[config.mk]
export PLATFORM = sky130hd
export DESIGN_NAME = aes_inv
export DESIGN_NICKNAME = d
export VERILOG_FILES = /design/src/rtl/aes_inv.sv
export SDC_FILE = /design/constraint.sdc
export NUM_CORES = 1
export LEC_CHECK = 0
export BUFFER_PORTS_ARGS = -buffer_cell sky130_fd_sc_hd__buf_2
export CORE_MARGIN = 4
export CORE_UTILIZATION = 57
export DETAILED_ROUTE_END_ITERATION = 10
export PLACE_DENSITY = 0.84
export REMOVE_ABC_BUFFERS = 1
export SETUP_SLACK_MARGIN = 0.5
export SLEW_MARGIN = 20
export SYNTH_ARGS = -nofsm -noshare
export SYNTH_HDL_FRONTEND = slang
export SYNTH_SLANG_ARGS = --single-unit
[constraint.sdc]
create_clock -name clk -period 3.5 [get_ports clk]
set_clock_uncertainty 0.1 [all_clocks]
set_input_delay 0.525 -clock clk [delete_from_list [all_inputs] [get_ports clk]]
set_output_delay 0.525 -clock clk [all_outputs]
set_load 0.03 [all_outputs]
[src/rtl/aes_inv.sv]
// aes_inv: multi-cycle inverse AES round (InvMixColumns, InvShiftRows, AddRoundKey).
// Optional macro AES_INV_CLEAR_EN clears matrix3 when the sequence returns to idle.
module aes_inv (
   input  logic         clk,
   input  logic         rst,
   input  logic         valid,
   input  logic [127:0] matrix1,
   input  logic [127:0] matrix2,
   output logic [1:0]   count,
   output logic [127:0] matrix3
);

   typedef enum logic [1:0] {
      IDLE = 2'd0,
      IMC  = 2'd1,
      ISR  = 2'd2,
      ARK  = 2'd3
   } state_t;

   state_t       state;
   state_t       state_nxt;
   logic [127:0] key;
   logic [127:0] key_nxt;
   logic [127:0] m3_nxt;
   logic [1:0]   cnt_nxt;

   function automatic logic [7:0] xt(input logic [7:0] b);
      return {b[6:0], 1'b0} ^ (b[7] ? 8'h1b : 8'h00);
   endfunction

   // b_r = 0e*a_r ^ 0b*a_(r+1) ^ 0d*a_(r+2) ^ 09*a_(r+3)
   function automatic logic [7:0] imc_byte(
      input logic [7:0] a0,
      input logic [7:0] a1,
      input logic [7:0] a2,
      input logic [7:0] a3
   );
      logic [7:0] p2, p4, p8, q2, q4, q8, r2, r4, r8, s8;
      p2 = xt(a0);
      p4 = xt(p2);
      p8 = xt(p4);
      q2 = xt(a1);
      q4 = xt(q2);
      q8 = xt(q4);
      r2 = xt(a2);
      r4 = xt(r2);
      r8 = xt(r4);
      s8 = xt(xt(xt(a3)));
      return (p8 ^ p4 ^ p2) ^ (q8 ^ q2 ^ a1)
           ^ (r8 ^ r4 ^ a2) ^ (s8 ^ a3);
   endfunction

   function automatic logic [31:0] imc_col(input logic [31:0] a);
      logic [7:0] a0, a1, a2, a3;
      a0 = a[31:24];
      a1 = a[23:16];
      a2 = a[15:8];
      a3 = a[7:0];
      return {imc_byte(a0, a1, a2, a3),
              imc_byte(a1, a2, a3, a0),
              imc_byte(a2, a3, a0, a1),
              imc_byte(a3, a0, a1, a2)};
   endfunction

   function automatic logic [127:0] inv_mix(input logic [127:0] s);
      logic [127:0] o;
      o = '0;
      for (int c = 0; c < 4; c++) begin
         o[127-32*c -: 32] = imc_col(s[127-32*c -: 32]);
      end
      return o;
   endfunction

   // row r rotated right by r: out[r][c] = in[r][(c-r) mod 4]
   function automatic logic [127:0] inv_shift(input logic [127:0] s);
      logic [127:0] o;
      o = '0;
      for (int c = 0; c < 4; c++) begin
         for (int r = 0; r < 4; r++) begin
            o[127-8*(4*c+r) -: 8] = s[127-8*(4*((c-r)&3)+r) -: 8];
         end
      end
      return o;
   endfunction

   // Next state, stage result and key capture; inputs are only looked at in IDLE.
   always_comb begin
      state_nxt = state;
      cnt_nxt   = count;
      m3_nxt    = matrix3;
      key_nxt   = key;
      unique case (state)
         IDLE: begin
            if (valid) begin
               state_nxt = IMC;
               key_nxt   = matrix2;
               m3_nxt    = inv_mix(matrix1);
               cnt_nxt   = 2'd1;
            end
         end
         IMC: begin
            state_nxt = ISR;
            m3_nxt    = inv_shift(matrix3);
            cnt_nxt   = 2'd2;
         end
         ISR: begin
            state_nxt = ARK;
            m3_nxt    = matrix3 ^ key;
            cnt_nxt   = 2'd3;
         end
         ARK: begin
            state_nxt = IDLE;
            cnt_nxt   = 2'd0;
`ifdef AES_INV_CLEAR_EN
            m3_nxt    = '0;
`endif
         end
         default: begin
            state_nxt = IDLE;
            cnt_nxt   = 2'd0;
         end
      endcase
   end

   // State, key and output registers with synchronous reset.
   always_ff @(posedge clk) begin
      if (rst) begin
         state   <= IDLE;
         count   <= 2'd0;
         matrix3 <= '0;
         key     <= '0;
      end else begin
         state   <= state_nxt;
         count   <= cnt_nxt;
         matrix3 <= m3_nxt;
         key     <= key_nxt;
      end
   end

endmodule
==> results of run 1 <==
power by group:
| part | switching (uW) | internal [uW] |
|---|---|---|
| clock | 1290 | 1810 |
| combinational | 4750 | 3470 |
| sequential | 587 | 3420 |
| total | 6620 | 8690 |
cells by family after synthesis:
family,count (synthesis)
simple gates,564
buf+inv,206
compound gates,484
mux,3
fa+ha+maj,3
flops,258
xor+xnor,825
flip-flops by register name, summed over array words and instances (netlist names):
register,count
state,2
key,128
matrix3,128
per-layer routing:
metal / up-vias / share of wire / GRT usage / wire [um]
li1: 8356 / - / - / -
met1: 8875 / 0.41 / 0.488 / 30100
met2: 1015 / 0.47 / 0.601 / 35000
met3: 154 / 0.083 / 0.0442 / 6100
met4: 0 / 0.035 / 0.116 / 2590
met5: - / 0 / 0 / 0
area by class of cell:
| class | count | area, um2 | share of cell area |
|---|---|---|---|
| Timing Repair Buffer | 430 | 2310 | 0.0977 |
| Inverter | 9 | 33.8 | 0.00143 |
| Clock inverter | 10 | 118 | 0.00497 |
| Antenna cell | 1 | 2.50 | 0.000106 |
| Sequential cell | 258 | 5160 | 0.218 |
| Multi-Input combinational cell | 1879 | 14600 | 0.617 |
| Clock buffer | 43 | 840 | 0.0355 |
| Tap cell | 461 | 577 | 0.0244 |
cell usage after synthesis, types with 3 or more instances:
library cell  number  area (um2)
a2111oi_0          3        26.3
xnor3_2            3        71.3
nand3_1            4        20.0
buf_4              5        37.5
inv_1              8        30.0
dfxtp_1          258        5160
buf_2             25         125
a211oi_1          21         158
o21ai_0           91         455
xnor2_2           10         163
clkbuf_1         157         589
xnor3_1          116        2610
a222oi_1          21         210
nor3_1            13        65.1
nor4_1             3        18.8
a211o_1            7        61.3
mux2i_1            3        30.0
buf_1              7        26.3
nor2b_1           21         131
a22oi_1           32         240
xnor2_1          485        4250
nor2_1           109         409
o211ai_1          14         105
nand2_1          400        1500
nand3b_1           4        30.0
xor2_1           194        1700
a221o_1           18         180
a31oi_1           33         206
a221oi_1          17         149
xor3_1            14         333
a311oi_1           4        35.0
a21oi_1          211        1060
ha_1               3        37.5
critical path, stage by stage, from the launching register on:
cell and delay (ns):
dfxtp_1 0.34, inv_1 0.16, ha_4 0.63, buf_4 0.63, a211o_1 0.22, a21oi_1 0.07
a2111oi_0 0.51
timing repair:
| item | CTS | global route |
|---|---|---|
| gates resized for setup | 1 | 1 |
| endpoints found under the setup margin | 1 | 1 |
| gates cloned | 0 | 0 |
| endpoints found under the hold margin | 0 | 0 |
metrics by stage:
step | util | total power [uW]
final | 0.666 | 15300
after global routing | 0.666 | 15900
after CTS | 0.666 | 15200
after detailed placement | 0.639 | 12100
after global placement | 0.639 | 12000
after floorplan | - | 9460
worst paths after layout:
| path | from | to | slack (ns) |
|---|---|---|---|
| setup / recovery | state[1] | matrix3[84] | 0.65 |
| hold / removal | matrix2[115] | key[115] | 0.09 |
| setup reg to reg | state[1] | matrix3[84] | 0.65 |
| hold reg to reg | key[70] | key[70] | 0.37 |
==> run metrics, run 1 <==
status=finished, final reports clean; Min-Delay Path Depth=3; CP endpoint kind=flop; Inst Count DP=3037; worst hold slack=0.0868 ns; Post-Synthesis Cells=2343; pin count of the biggest net entering global routing=89; Initial DRC Count=1774; Clock transition at path regs=0.06 ns; Worst Max-Slew Pin Slew=1.08 ns; Synth cell types=55; CP startpoint kind=flop; GR Overflow Total=0; DR DRC count=0; CTS tree=done; RePlAce Congestion=1.02; Ports=389; Port-buffer cells=388; fin crit period=2.85 ns; Mapped Area=20500 um2; Starting Density=0.578; xor/xnor share of the synthesized area=0.449; final slew viol count=0; async set-or-reset flop fraction in the synthesized netlist=0; most common cell after layout, fill and taps aside=xnor2_1; RSZ-0062 raised after global routing=no; Total Wirelength=73.8 mm; Adder-Cell Fraction of Synth Area=0.00183; vias per cell=5.95; post-CTS setup buffers=0; Clock Tree Buf Depth=3; DIE AREA=39100 um2; initial antenna violation count=0; drt wl/cell=23.9 um; register bit total from synthesis=258; Area growth syn-to-layout=15.3%; Final WS setup=0.651 ns; CTS Root Cell=clkbuf_16; CP required=3.82 ns; Compound-Gate Fraction of Synth Area=0.146; sequential share of the synthesized area=0.252; vias=18400; DRT antenna net count=0; Filler cells=3016; Tot GR Track Use=0.359; Worst Setup Path Type=reg2reg; max cap viols=0; Static Leak=0.0103 uW; clock sink count=258; final setup fails=0; Skew-Pair Late Insertion Delay=0.57 ns; worst-path fanout max=53; Tcrit/Tclk final=0.814; total negative slack=0 ns; Hold Path Class=in2reg; Core Box Area=35500 um2; first-pass GRT wire length=109 mm; post-DP HPWL=55.8 mm; nets=2870; pwr dens=648 nW/um2; CTS HTree Levels=1; drt pass-1 iters=6; TritonCTS buffer count=30; R2R depth=6; # rows=69; hold_buf cts=0; Hold Fails Final Rpt=0; yosys warns=0; Post-Layout Inst Area=23600 um2; number of synthesized flops with an enable pin=0; post-synthesis simple-gate area fraction=0.110; post-synthesis mux area share=0.00147; Rel. slew slack=0.281; die width=198 um; maximum vdd drop=0.000440 V; Chip Height=198 um; non-filler cells, final=3091; most frequent cells in the layout=xnor2_1, nand2_1, buf_2; Post-Syn Area per Cell=8.75 um2; CP Data Arrival Time=3.17 ns; Post-DP Area=22700 um2; vias in the first global route=17800; Max Fclk=0.351 GHz; most common flop cell mapped by yosys=dfxtp_1; largest family of logic cells by synthesized area=XOR/XNOR gates; share of layout cells above drive strength 1=0.192; Setup WS pre-CTS=0.590 ns
(Power assumes the default switching activity.)
==> run 2, diff against run 1 <==
CORE_UTILIZATION = 52   (was 57)
PLACE_DENSITY = 0.81   (was 0.84)
clock period = 2.5 ns   (was 3.5 ns; I/O delays follow)
==> run 2 against run 1 <==
  * Flip-flop and latch count unchanged
  * Clock power increased by 52%
  * Non-clock buffer count increased by 353
  * Maximum frequency up 38%
  * Sequential power is 41% higher
  * Final cell count up 13%
  * Die area rose by 9.2%
==> run metrics, run 2 (same netlist as run 1, synthesis figures left out) <==
R2R Setup Slk=0.44 ns (-0.22 ns); Hold Fails Final Rpt=0 (unchanged); status=finished, final reports clean; Rel. slew slack=0.603 (+0.322); crit-path cells=inv_4, ha_4, nand2b_4, a21o_1, nor2_4, buf_12, a222oi_1, nor2_1; Worst Setup Path Type=reg2reg; Initial DRC Count=2205 (+24%); Port-buffer cells=388 (unchanged); pin count of the biggest net entering global routing=86 (-3.4%); max cap viols=0 (unchanged); Tcrit/Tclk final=0.826 (+0.0117); drt wl/cell=24.3 um (+2.0%); Min-Delay Path Depth=3 (unchanged); CP max stage delay=0.39 ns (-0.24 ns); worst r2r src=state[0]; CP startpoint kind=flop; R2R depth=8 (+2); vias=20200 (+9.8%); RePlAce Congestion=0.991 (-2.7%); reg2reg end=matrix3[24]; Inst Count DP=3288 (+8.3%); CP endpoint kind=flop; Skew-Pair Late Insertion Delay=0.58 ns (about the same); maximum vdd drop=0.000573 V (+30%); clock sink count=258 (unchanged); critical path's slowest cell=a222oi_1; Starting Density=0.528 (-0.0498); final setup fails=0 (unchanged); non-filler cells, final=3507 (+13%); RSZ-0062 raised after global routing=yes; Post-Layout Inst Area=27500 um2 (+16%); Clock Tree Buf Depth=3 (unchanged); vias per cell=5.76 (-3.2%); Core Box Area=38800 um2 (+9.4%); first-pass GRT wire length=121 mm (+11%); Multi-input gate area=14800 um2 (+1.6%); Max Fclk=0.484 GHz (+38%); # rows=72 (+4.3%); TritonCTS buffer count=31 (+3.3%); most frequent cells in the layout=xnor2_1, nand2_1, buf_2; Area growth syn-to-layout=34.0%; Filler cells=2944 (-2.4%); DIE AREA=42700 um2 (+9.2%); Static Leak=0.0122 uW (+19%); FF+latch area=5170 um2 (about the same); final slew viol count=0 (unchanged); die width=207 um (+4.5%); CP required=2.85 ns (-0.97 ns); CTS tree=done; DRT antenna net count=0 (unchanged); Clock transition at path regs=0.07 ns (about the same); nets=3224 (+12%); drt pass-1 iters=6 (unchanged); CP Data Arrival Time=2.41 ns (-0.76 ns); vias in the first global route=19700 (+11%); biggest regs=key x128, matrix3 x128, state x2; worst-path fanout max=6 (-89%); most common cell after layout, fill and taps aside=xnor2_1; CP endpoint=matrix3[24]; post-DP HPWL=59.7 mm (+7.0%); Post-DP Area=24300 um2 (+7.2%); Chip Height=207 um (+4.5%); Worst Max-Slew Pin Slew=0.595 ns (-0.483 ns); Setup crit start=state[0]; fin crit period=2.06 ns (-0.785 ns); fin util=0.708 (+0.0413); pwr dens=864 nW/um2 (+33%); GR Overflow Total=0 (unchanged); DR DRC count=0 (unchanged); Hold Path Class=in2reg; share of layout cells above drive strength 1=0.261 (+0.0685); Ports=389 (unchanged); total negative slack=0 ns (unchanged); initial antenna violation count=1 (+1); Total Wirelength=85.4 mm (+16%); CTS Root Cell=clkbuf_16; CTS HTree Levels=1 (unchanged); Tot GR Track Use=0.369 (+0.0101)
## run 2: cell count changes in the layout (fill, tap and decap cells not counted), moves of 5 or more
cell           change
o21ai_0            -5
a221oi_1           -5
dlygate4sd3_1    +122
xnor2_1            -9
buf_12             +8
buf_16             +7
buf_8              +5
xnor2_2            +9
buf_6             +11
clkbuf_16          +7
buf_4            +193
## run 2: worst min-delay path by stage
stage	start	endpoint	slack, ns
detailed placement	key[92]	key[92]	0.36
global route	matrix2[22]	key[22]	0.01
CTS	matrix2[53]	key[53]	0.0009
global placement	key[95]	key[95]	0.35
finish	matrix2[22]	key[22]	0.01
floorplan	key[127]	key[127]	0.34
## run 2: cell type report
type | instances | share of cell area
Tap cell | 518 | 0.0236
Clock buffer | 42 | 0.0319
Timing Repair Buffer | 783 | 0.209
Clock inverter | 15 | 0.00606
Antenna cell | 3 | 0.000273
Inverter | 9 | 0.00150
Sequential cell | 258 | 0.188
Multi-Input combinational cell | 1879 | 0.540
## run 2: critical path: cells and delay by family (launching register included)
family	cells	cell delay [ns]
adder cells (fa/ha/maj)	1	0.21
flip-flops	1	0.35
AO/OA/AOI/OAI	2	0.61
buffers and inverters	2	0.25
AND/OR/NAND/NOR	3	0.40
## run 2: report_power, final
| group | internal, uW | total (uW) | leakage [uW] | switching [uW] |
|---|---|---|---|---|
| clock | 2760 | 4700 | 0.000502 | 1940 |
| sequential | 4790 | 5660 | 0.00212 | 878 |
| combinational | 6140 | 13400 | 0.00957 | 7230 |
## run 2: through the flow
stage	power, uW	hold slack [ns]	setup WS [ns]
2_1_floorplan	13200	0.335	-6.13
4_1_cts	23100	0.000924	0.484
3_5_place_dp	17900	0.357	-0.0720
6_report	23700	0.0111	0.436
5_1_grt	24500	0.0124	0.384
3_3_place_gp	17800	0.349	-0.0688
## run 2: repair_timing
| action | 4_1_cts | 5_1_grt |
|---|---|---|
| hold endpoints to repair | 122 | 0 |
| gates resized for setup | 21 | 60 |
| pin swaps | 5 | 24 |
| hold buffers | 122 | 0 |
| setup buffers | 11 | 13 |
| endpoints found under the setup margin | 189 | 112 |
| cloned | 6 | 7 |
## run 2: metal layers
metal  vias to the layer above  wire [um]  track usage
li1                       9073          -            -
met1                      9652      33400        0.493
met2                      1266      40100        0.622
met3                       208       8280       0.0439
met4                         0       3650        0.130
met5                         -          0            0
